## src/rtl/axi4_burst_master.sv

```systemverilog
// Single-outstanding AXI4 INCR burst master: one command becomes one AW/AR burst with W/R beats streamed through.
// AW/AR issue 1 cycle after accept; beats pass combinationally under wr_t*/rd_t* and slave backpressure; cmd_ready only when idle.
module axi4_burst_master #(
    parameter int DATA_WIDTH = 128,
    parameter int ADDR_WIDTH = 32,
    parameter int ID_WIDTH   = 4,
    parameter int TXN_ID     = 0
) (
    input  logic                      axi_aclk,
    input  logic                      axi_areset,

    input  logic                      cmd_valid,
    output logic                      cmd_ready,
    input  logic                      cmd_write,
    input  logic [ADDR_WIDTH-1:0]     cmd_addr,
    input  logic [7:0]                cmd_len,

    input  logic                      wr_tvalid,
    output logic                      wr_tready,
    input  logic [DATA_WIDTH-1:0]     wr_tdata,

    output logic                      rd_tvalid,
    input  logic                      rd_tready,
    output logic [DATA_WIDTH-1:0]     rd_tdata,
    output logic                      rd_tlast,

    output logic                      done,
    output logic [1:0]                done_resp,

    output logic [ID_WIDTH-1:0]       m_axi_awid,
    output logic [ADDR_WIDTH-1:0]     m_axi_awaddr,
    output logic [7:0]                m_axi_awlen,
    output logic [2:0]                m_axi_awsize,
    output logic [1:0]                m_axi_awburst,
    output logic                      m_axi_awlock,
    output logic [3:0]                m_axi_awcache,
    output logic [2:0]                m_axi_awprot,
    output logic [3:0]                m_axi_awqos,
    output logic [3:0]                m_axi_awregion,
    output logic                      m_axi_awvalid,
    input  logic                      m_axi_awready,

    output logic [DATA_WIDTH-1:0]     m_axi_wdata,
    output logic [DATA_WIDTH/8-1:0]   m_axi_wstrb,
    output logic                      m_axi_wlast,
    output logic                      m_axi_wvalid,
    input  logic                      m_axi_wready,

    input  logic [ID_WIDTH-1:0]       m_axi_bid,
    input  logic [1:0]                m_axi_bresp,
    input  logic                      m_axi_bvalid,
    output logic                      m_axi_bready,

    output logic [ID_WIDTH-1:0]       m_axi_arid,
    output logic [ADDR_WIDTH-1:0]     m_axi_araddr,
    output logic [7:0]                m_axi_arlen,
    output logic [2:0]                m_axi_arsize,
    output logic [1:0]                m_axi_arburst,
    output logic                      m_axi_arlock,
    output logic [3:0]                m_axi_arcache,
    output logic [2:0]                m_axi_arprot,
    output logic [3:0]                m_axi_arqos,
    output logic [3:0]                m_axi_arregion,
    output logic                      m_axi_arvalid,
    input  logic                      m_axi_arready,

    input  logic [ID_WIDTH-1:0]       m_axi_rid,
    input  logic [DATA_WIDTH-1:0]     m_axi_rdata,
    input  logic [1:0]                m_axi_rresp,
    input  logic                      m_axi_rlast,
    input  logic                      m_axi_rvalid,
    output logic                      m_axi_rready
);

    localparam int BYTES = DATA_WIDTH / 8;
    localparam int SIZE  = $clog2(BYTES);

    typedef enum logic [2:0] {IDLE, ADDR, WDATA, WRESP, RDATA, DONE} state_t;

    state_t                  state;
    logic                    write_q;
    logic [ADDR_WIDTH-1:0]   addr_q;
    logic [7:0]              len_q;
    logic [7:0]              beat_cnt;
    logic [1:0]              resp_q;
    logic                    aw_vld_q;
    logic                    ar_vld_q;
    logic                    done_q;

    logic [23:0]             burst_end;
    logic                    crosses_4k;
    logic                    rd_len_err;
    logic [1:0]              rd_resp_nxt;
    logic                    unused_ids;

    function automatic logic [1:0] worst(input logic [1:0] a, input logic [1:0] b);
        return (a > b) ? a : b;
    endfunction

    // Last byte of the burst must stay inside the 4 KB page of the start address.
    assign burst_end  = {12'd0, cmd_addr[11:0]} + (({16'd0, cmd_len}) + 24'd1) * 24'(BYTES);
    assign crosses_4k = burst_end > 24'd4096;

    // A length mismatch in either direction (early rlast, or no rlast on the final beat) is reported as SLVERR.
    assign rd_len_err = m_axi_rlast != (beat_cnt == len_q);

    always_comb begin
        rd_resp_nxt = worst(resp_q, m_axi_rresp);
        if (rd_len_err) begin
            rd_resp_nxt = worst(rd_resp_nxt, 2'b10);
        end
    end

    always_ff @(posedge axi_aclk or posedge axi_areset) begin
        if (axi_areset) begin
            state    <= IDLE;
            write_q  <= 1'b0;
            addr_q   <= '0;
            len_q    <= 8'd0;
            beat_cnt <= 8'd0;
            resp_q   <= 2'b00;
            aw_vld_q <= 1'b0;
            ar_vld_q <= 1'b0;
            done_q   <= 1'b0;
        end else begin
            done_q <= 1'b0;
            case (state)
                IDLE: begin
                    if (cmd_valid) begin
                        write_q  <= cmd_write;
                        addr_q   <= cmd_addr;
                        len_q    <= cmd_len;
                        beat_cnt <= 8'd0;
                        if (crosses_4k) begin
                            resp_q <= 2'b10;
                            done_q <= 1'b1;
                            state  <= DONE;
                        end else begin
                            resp_q   <= 2'b00;
                            aw_vld_q <= cmd_write;
                            ar_vld_q <= !cmd_write;
                            state    <= ADDR;
                        end
                    end
                end
                ADDR: begin
                    if (write_q && m_axi_awready) begin
                        aw_vld_q <= 1'b0;
                        state    <= WDATA;
                    end else if (!write_q && m_axi_arready) begin
                        ar_vld_q <= 1'b0;
                        state    <= RDATA;
                    end
                end
                WDATA: begin
                    if (wr_tvalid && m_axi_wready) begin
                        beat_cnt <= beat_cnt + 8'd1;
                        if (beat_cnt == len_q) begin
                            state <= WRESP;
                        end
                    end
                end
                WRESP: begin
                    if (m_axi_bvalid) begin
                        resp_q <= worst(resp_q, m_axi_bresp);
                        done_q <= 1'b1;
                        state  <= DONE;
                    end
                end
                RDATA: begin
                    if (m_axi_rvalid && rd_tready) begin
                        beat_cnt <= beat_cnt + 8'd1;
                        resp_q   <= rd_resp_nxt;
                        if (m_axi_rlast) begin
                            done_q <= 1'b1;
                            state  <= DONE;
                        end
                    end
                end
                DONE: begin
                    state <= IDLE;
                end
                default: begin
                    state <= IDLE;
                end
            endcase
        end
    end

    assign cmd_ready = (state == IDLE) && !axi_areset;
    assign done      = done_q;
    assign done_resp = resp_q;

    assign m_axi_awid     = ID_WIDTH'(TXN_ID);
    assign m_axi_awaddr   = addr_q;
    assign m_axi_awlen    = len_q;
    assign m_axi_awsize   = 3'(SIZE);
    assign m_axi_awburst  = 2'b01;
    assign m_axi_awlock   = 1'b0;
    assign m_axi_awcache  = 4'd0;
    assign m_axi_awprot   = 3'd0;
    assign m_axi_awqos    = 4'd0;
    assign m_axi_awregion = 4'd0;
    assign m_axi_awvalid  = aw_vld_q;

    // Data beats are gated by state so an async reset drops them without waiting for a clock.
    assign m_axi_wdata  = wr_tdata;
    assign m_axi_wstrb  = '1;
    assign m_axi_wvalid = (state == WDATA) && wr_tvalid;
    assign m_axi_wlast  = (state == WDATA) && (beat_cnt == len_q);
    assign wr_tready    = (state == WDATA) && m_axi_wready;

    assign m_axi_bready = (state == WRESP);

    assign m_axi_arid     = ID_WIDTH'(TXN_ID);
    assign m_axi_araddr   = addr_q;
    assign m_axi_arlen    = len_q;
    assign m_axi_arsize   = 3'(SIZE);
    assign m_axi_arburst  = 2'b01;
    assign m_axi_arlock   = 1'b0;
    assign m_axi_arcache  = 4'd0;
    assign m_axi_arprot   = 3'd0;
    assign m_axi_arqos    = 4'd0;
    assign m_axi_arregion = 4'd0;
    assign m_axi_arvalid  = ar_vld_q;

    assign rd_tvalid    = (state == RDATA) && m_axi_rvalid;
    assign rd_tdata     = m_axi_rdata;
    assign rd_tlast     = (state == RDATA) && m_axi_rlast;
    assign m_axi_rready = (state == RDATA) && rd_tready;

    // Single outstanding transaction with a fixed ID, so returned IDs carry no information.
    assign unused_ids = ^{m_axi_bid, m_axi_rid};

endmodule

```

## config.mk

```make
export PLATFORM = sky130hd
export DESIGN_NAME = axi4_burst_master
export DESIGN_NICKNAME = d
export VERILOG_FILES = /design/src/rtl/axi4_burst_master.sv
export SDC_FILE = /design/constraint.sdc
export NUM_CORES = 1
export LEC_CHECK = 0
export BUFFER_PORTS_ARGS = -buffer_cell sky130_fd_sc_hd__buf_4
export CORE_AREA = 3 3 282 284
export CTS_CLUSTER_DIAMETER = 200
export DETAILED_ROUTE_END_ITERATION = 10
export DIE_AREA = 0 0 285 287
export PLACE_DENSITY = 0.3
export SYNTH_ARGS = -nofsm -noshare
export SYNTH_HDL_FRONTEND = slang
export SYNTH_SLANG_ARGS = --single-unit
```

## constraint.sdc

```tcl
create_clock -name axi_aclk -period 3.05 [get_ports axi_aclk]
set_clock_uncertainty 0.1 [all_clocks]
set_input_delay 0.305 -clock axi_aclk [delete_from_list [all_inputs] [get_ports axi_aclk]]
set_output_delay 0.305 -clock axi_aclk [all_outputs]
set_load 0.05 [all_outputs]
```

==> results of run 1 <==
[final cells by class]
cell class	count	area share, %
sequential	57	22.4
inverter	14	0.844
multi-input combinational	286	31.0
antenna	1	0.0393
timing repair buffer	168	20.4
clock buffer	13	4.40
tap	1040	20.4
clock inverter	2	0.550
[layer usage]
layer  global-route usage (%)  up-vias
met5                    0.476        -
met4                     4.73        6
met3                     2.88      150
met2                     7.34      304
met1                     5.21     1564
li1                         -     1485
[timing repair]
| item | 4_1_cts | 5_1_grt |
|---|---|---|
| gates resized for setup | 0 | 2 |
| setup buffers | 0 | 0 |
| setup endpoints to repair | 0 | 3 |
| endpoints found under the hold margin | 22 | 0 |
| hold buffers | 1 | 0 |
[logic make-up after synthesis]
kind of cell / share of synthesized area, %
buf+inv: 47.2
simple gates: 7.77
flops: 24.0
compound gates: 5.47
mux: 8.46
xor+xnor: 3.24
fa+ha+maj: 3.71
other cells: 0.126
[final timing paths]
kind / end / slack, ns / startpoint / cells after the start
max: m_axi_arvalid$_DFFE_PP0P_ / 0.15 / cmd_len[0] / 14
min: m_axi_arvalid$_DFFE_PP0P_ / 0.05 / cmd_write / 2
max reg2reg: beat_cnt[5]$_DFFE_PP0P_ / 0.79 / state[2]$_DFFE_PP0P_ / 8
min reg2reg: m_axi_araddr[8]$_DFFE_PP0P_ / 0.43 / m_axi_araddr[8]$_DFFE_PP0P_ / 1
max in group asynchronous: m_axi_araddr[8]$_DFFE_PP0P_ / 1.67 / axi_areset / 4
min in group asynchronous: m_axi_awvalid$_DFFE_PP0P_ / 0.53 / axi_areset / 3
[report_power, final]
group          switching [W]  internal [W]  leakage (nW)
logic                0.00309       0.00134          1.82
registers           0.000393       0.00110         0.695
clock network       0.000457      0.000717         0.158
total                0.00394       0.00316          2.67
[state kept, by name, indices dropped and copies added (netlist names)]
name and count:
m_axi_awvalid 1, state 3, m_axi_arvalid 1, beat_cnt 8, done_resp 2, m_axi_araddr 32, write_q 1, m_axi_arlen 8
done 1
[critical path: stages]
cell	delay [ns]
buf_4	0.12
ha_1	0.20
nand3_1	0.14
xnor2_2	0.14
ha_1	0.30
and3_1	0.23
a2111oi_4	0.35
o21ai_1	0.13
or3_1	0.37
a211oi_2	0.20
a211oi_2	0.08
buf_12	0.15
nor2b_2	0.16
mux2i_1	0.21
[metrics by stage]
step	instance area, um2	instances	TNS (ns)	utilization (%)	setup WS, ns
after floorplan	6180	728	0	-	0.193
after global placement	6030	1564	-0.856	7.79	-0.241
after detailed placement	6030	1564	-1.06	7.79	-0.286
after CTS	6350	1580	0	8.21	0.120
after global routing	6370	1580	-0.00308	8.24	-0.00308
final	6370	1581	0	8.24	0.148
[layout by cell type, fill, tap and decap left out, types with 3 or more instances in the layout]
cell type  Yosys  final
buf_4        362    164
conb_1         2     66
dfrtp_1       57     57
mux2_2        42     42
nor2_1        23     23
nand2_1       19     19
ha_1          16     16
xor2_1        15     15
inv_1         14     13
a21oi_1       12     12
and3_1        11     11
o21ai_0       10     10
clkbuf_16      0      9
xnor2_1        7      6
nor4_1         5      5
nand3_1        5      5
a31oi_1        4      4
nand2b_1       4      4
nor3_1         4      4
clkbuf_8       0      4
and2_1         4      3
nand4_1        3      3
mux2i_1        3      3
buf_12         0      3
==> flow_metrics.tcl, run 1 <==
set metrics [dict create \
    cts-root-buf "clkbuf_16" \
    die_area_mm2 0.0818 \
    nFillCells 9094 \
    ctsHtreeMaxLevel 3 \
    antenna_found_initial 4 \
    netlist_top_cells_count "buf_4, dfrtp_1, mux2_2, nor2_1, nand2_1" \
    yosysTopAreaCell "buf_4" \
    total_power_w 0.00710 \
    cp_max_fo 4 \
    report.final.slew_viol_count 0 \
    synthTopCellsByArea "buf_4, dfrtp_1, mux2_2" \
    vias_per_cell 2.22 \
    ff_latch_area_mm2 0.00143 \
    netlist.area_leader.share_pct 45.7 \
    timing.fmax_mhz 345 \
    io_buffers 148 \
    cts_buffers 9 \
    ys_types 51 \
    worst_setup_path_start_kind "input pin" \
    top_layer "met5" \
    wl_mm 21.5 \
    area_growth_pct 7.26 \
    first_iter_violations 88 \
    arrival_ns 3.08 \
    p_per_area_mw_per_mm2 1110 \
    cp-end-kind "register" \
    multi_input_area_mm2 0.00197 \
    nets 873 \
    place_hpwl_mm 17.6 \
    fp.coreArea_mm2 0.0773 \
    crit_type "in -> reg" \
    slew-limit-headroom_pct 52.8 \
    die_h_um 287 \
    wl_per_cell_um 13.6 \
    power.leakage_nw 2.67 \
    cts_buffer_depth 2 \
    outcome "finished, final reports clean" \
    avgSynthCellArea_um2 8.95 \
    hold_class "in -> reg" \
    synth_edf_count 0 \
    hold_viol 0 \
    cp.required_ns 3.23 \
    setup_violations 0 \
    wl_met2_mm 9.26 \
    drv_cap 0 \
    grt_usage_pct 5.11 \
    clk_latency_ns 0.36 \
    drtAntennaViolNets 0 \
    ir_drop_mv 0.658 \
    overflow 0 \
    finalCritPeriodShare_pct 95.1 \
    yosysMostFrequentCell "buf_4" \
    first_pass_iters 4 \
    grt_pass1_wl_mm 28.3 \
    holdWs_ns 0.0542 \
    post-route-min-period_ns 2.90 \
    drc_errors 0 \
    grt_max_degree 32 \
    seq_area_frac_synth_pct 24.0 \
    num_vias 3509 \
    wl_met1_mm 7.69 \
    ys_ff_latch 57 \
    rows 102 \
    gp_congestion 0.687 \
    cts.sinks 57 \
    synth-async-reset-ratio_pct 100 \
    cts_tree "yes" \
    grt_pass1_vias 3574 \
    path_clk_slew_ns 0.06 \
    synthFlopType "dfrtp_1" \
    layout-drive-gt1-share_pct 43.7 \
    syn_inst 664 \
    io_pins 735 \
    die-width_um 285 \
    start_util_pct 7.68 \
    synth_area_mm2 0.00594 \
    wl_met3_mm 2.72 \
    tightestPinTransition_ns 0.707 \
    yosysWarnings 0 \
]
Power figures use the tool's default switching activity.
==> run 2: changes to the inputs <==
Settings changed: REMOVE_ABC_BUFFERS set to 1.
==> run 2 against run 1 <==
  * Non-clock buffer count shrank 3
  * Via count rose by 20%
  * Sequential share of layout area shrank 0.083 points
  * Highest routed layer unchanged
  * Final cell count about the same
  * Global-route usage is 20 points higher
  * Clock power grew 10%
  * Fmax grew 0.46%
  * Power rose by 2.4%
==> flow_metrics.tcl, run 2 (same netlist as run 1, synthesis figures left out) <==
set metrics [dict create \
    r2r-end "beat_cnt[7]$_DFFE_PP0P_" \
    intPower_w 0.00329 \
    met2_usage_pct 48.0 \
    crit_path_end "m_axi_awvalid$_DFFE_PP0P_" \
    clk_latency_ns 0.36 \
    timing.fmax_mhz 346 \
    p_per_area_mw_per_mm2 1140 \
    grt_max_degree 50 \
    path_clk_slew_ns 0.06 \
    outcome "finished, final reports clean" \
    hold_viol 0 \
    cp.required_ns 3.24 \
    post-route-min-period_ns 2.89 \
    finalCritPeriodShare_pct 94.7 \
    swShare_pct 54.7 \
    pre_cts_ws_ns -0.294 \
    p_clk_share_pct 17.8 \
    grt_util_met3_pct 40.2 \
    setup_violations 0 \
    busiest_layer "met2" \
    hold-path-cell-count 2 \
    combPwrFrac_pct 60.6 \
    cp-end-kind "register" \
    mostFrequentLayoutCells "buf_4, conb_1, dfrtp_1" \
    reg2reg_slack_ns 0.76 \
    hp-start "cmd_write" \
    overflow 0 \
    num_vias 4228 \
    layout-drive-gt1-share_pct 43.9 \
    worst_slack_ns 0.162 \
    nets 870 \
    r2r_cells 8 \
    use_met1_pct 5.35 \
    antenna_found_initial 7 \
    p_seq_share_pct 21.6 \
    placedCellCount 1561 \
    io_pins 735 \
    utilization_pct 8.27 \
    holdWs_ns 0.0381 \
    area_growth_pct 7.66 \
    die_h_um 287 \
    die-width_um 285 \
    cts_setup_buffers 0 \
    largest_register_ffs 32 \
    cts_tree "yes" \
    total_power_w 0.00727 \
    first_pass_iters 4 \
    reg2reg_from "state[2]$_DFFE_PP0P_" \
    grt_pass1_wl_mm 113 \
    nFillCells 9071 \
    io_buffers 148 \
    cts_buffers 9 \
    worst_setup_path_start_kind "input pin" \
    layout_commonest_cell "buf_4" \
    power.switching_w 0.00398 \
    hold_class "in -> reg" \
    arrival_ns 3.08 \
    die_area_mm2 0.0818 \
    cts-root-buf "clkbuf_16" \
    cp-startpoint "cmd_len[0]" \
    layoutNonFillerInstCount 1582 \
    place_hpwl_mm 101 \
    start_util_pct 7.68 \
    wl_per_cell_um 65.6 \
    cts.sinks 57 \
    ir_drop_mv 0.699 \
    tightestPinTransition_ns 0.732 \
    crit_type "in -> reg" \
    drtAntennaViolNets 0 \
    fp.coreArea_mm2 0.0773 \
    drv_cap 0 \
    ctsHtreeMaxLevel 3 \
    cp_max_fo 4 \
    cts_buffer_depth 2 \
    wl_mm 104 \
    report.final.slew_viol_count 0 \
    slew-limit-headroom_pct 51.1 \
    rows 102 \
    grt_usage_pct 24.6 \
    power.leakage_nw 2.67 \
    drc_errors 0 \
    gp_congestion 1.19 \
    grt_pass1_vias 3780 \
    first_iter_violations 207 \
    vias_per_cell 2.67 \
]
run 2: changes by cell type in the layout (fill, tap and decap cells not counted), moves of 2 or more:
cell,before,now
clkinv_2,2,0
diode_2,1,4
buf_4,164,162
bufinv_16,1,3
run 2: power by group through the flow:
stage               logic (W)  registers, W  clock network [W]
floorplan             0.00107       0.00342                  0
global placement      0.00442       0.00160                  0
detailed placement    0.00443       0.00160                  0
CTS                   0.00443       0.00160            0.00135
global route          0.00461       0.00166            0.00137
finish                0.00441       0.00157            0.00129
run 2: timing repair:
| action | in CTS | in global routing |
|---|---|---|
| endpoints found under the setup margin | 0 | 5 |
| hold endpoints to repair | 7 | 0 |
| hold buffers | 1 | 0 |
| resized for setup | 0 | 4 |
run 2: metrics by stage:
| stage | setup TNS [ns] | area (um2) |
|---|---|---|
| floorplan | 0 | 3430 |
| global placement | -0.984 | 5990 |
| detailed placement | -1.19 | 5990 |
| CTS | 0 | 6360 |
| global route | -0.00966 | 6390 |
| finish | 0 | 6400 |
run 2: worst min-delay path by stage:
stage | to | slack, ns
2_1_floorplan | m_axi_arvalid$_DFFE_PP0P_ | 0.30
3_3_place_gp | state[0]$_DFFE_PP0P_ | 0.40
3_5_place_dp | state[0]$_DFFE_PP0P_ | 0.39
4_1_cts | m_axi_arvalid$_DFFE_PP0P_ | 0.004
5_1_grt | m_axi_arvalid$_DFFE_PP0P_ | 0.02
6_report | m_axi_arvalid$_DFFE_PP0P_ | 0.04
run 2: layout make-up:
type	instances	area, um2	share of cell area, %
clock buffers	12	267	4.17
repair buffers	165	1270	19.8
inverters	14	52.6	0.821
diodes	4	10.0	0.156
well taps	1040	1300	20.3
multi-input cells	286	1980	30.9
clock inverters	4	97.6	1.53
flip-flops and latches	57	1430	22.3
run 2: metal layers:
layer	up-vias	share of wire (%)
li1	1486	-
met1	1748	7.9
met2	914	55
met3	56	34
met4	24	2.4
met5	-	0.84
run 2: critical path, stage by stage:
cell and delay [ns]:
buf_4 0.11, ha_1 0.33, fa_1 0.47, or4_4 0.43, a2111oi_2 0.37, o2111ai_1 0.25, a211oi_2 0.33, a211oi_4 0.10
nor2b_2 0.18, mux2i_1 0.20
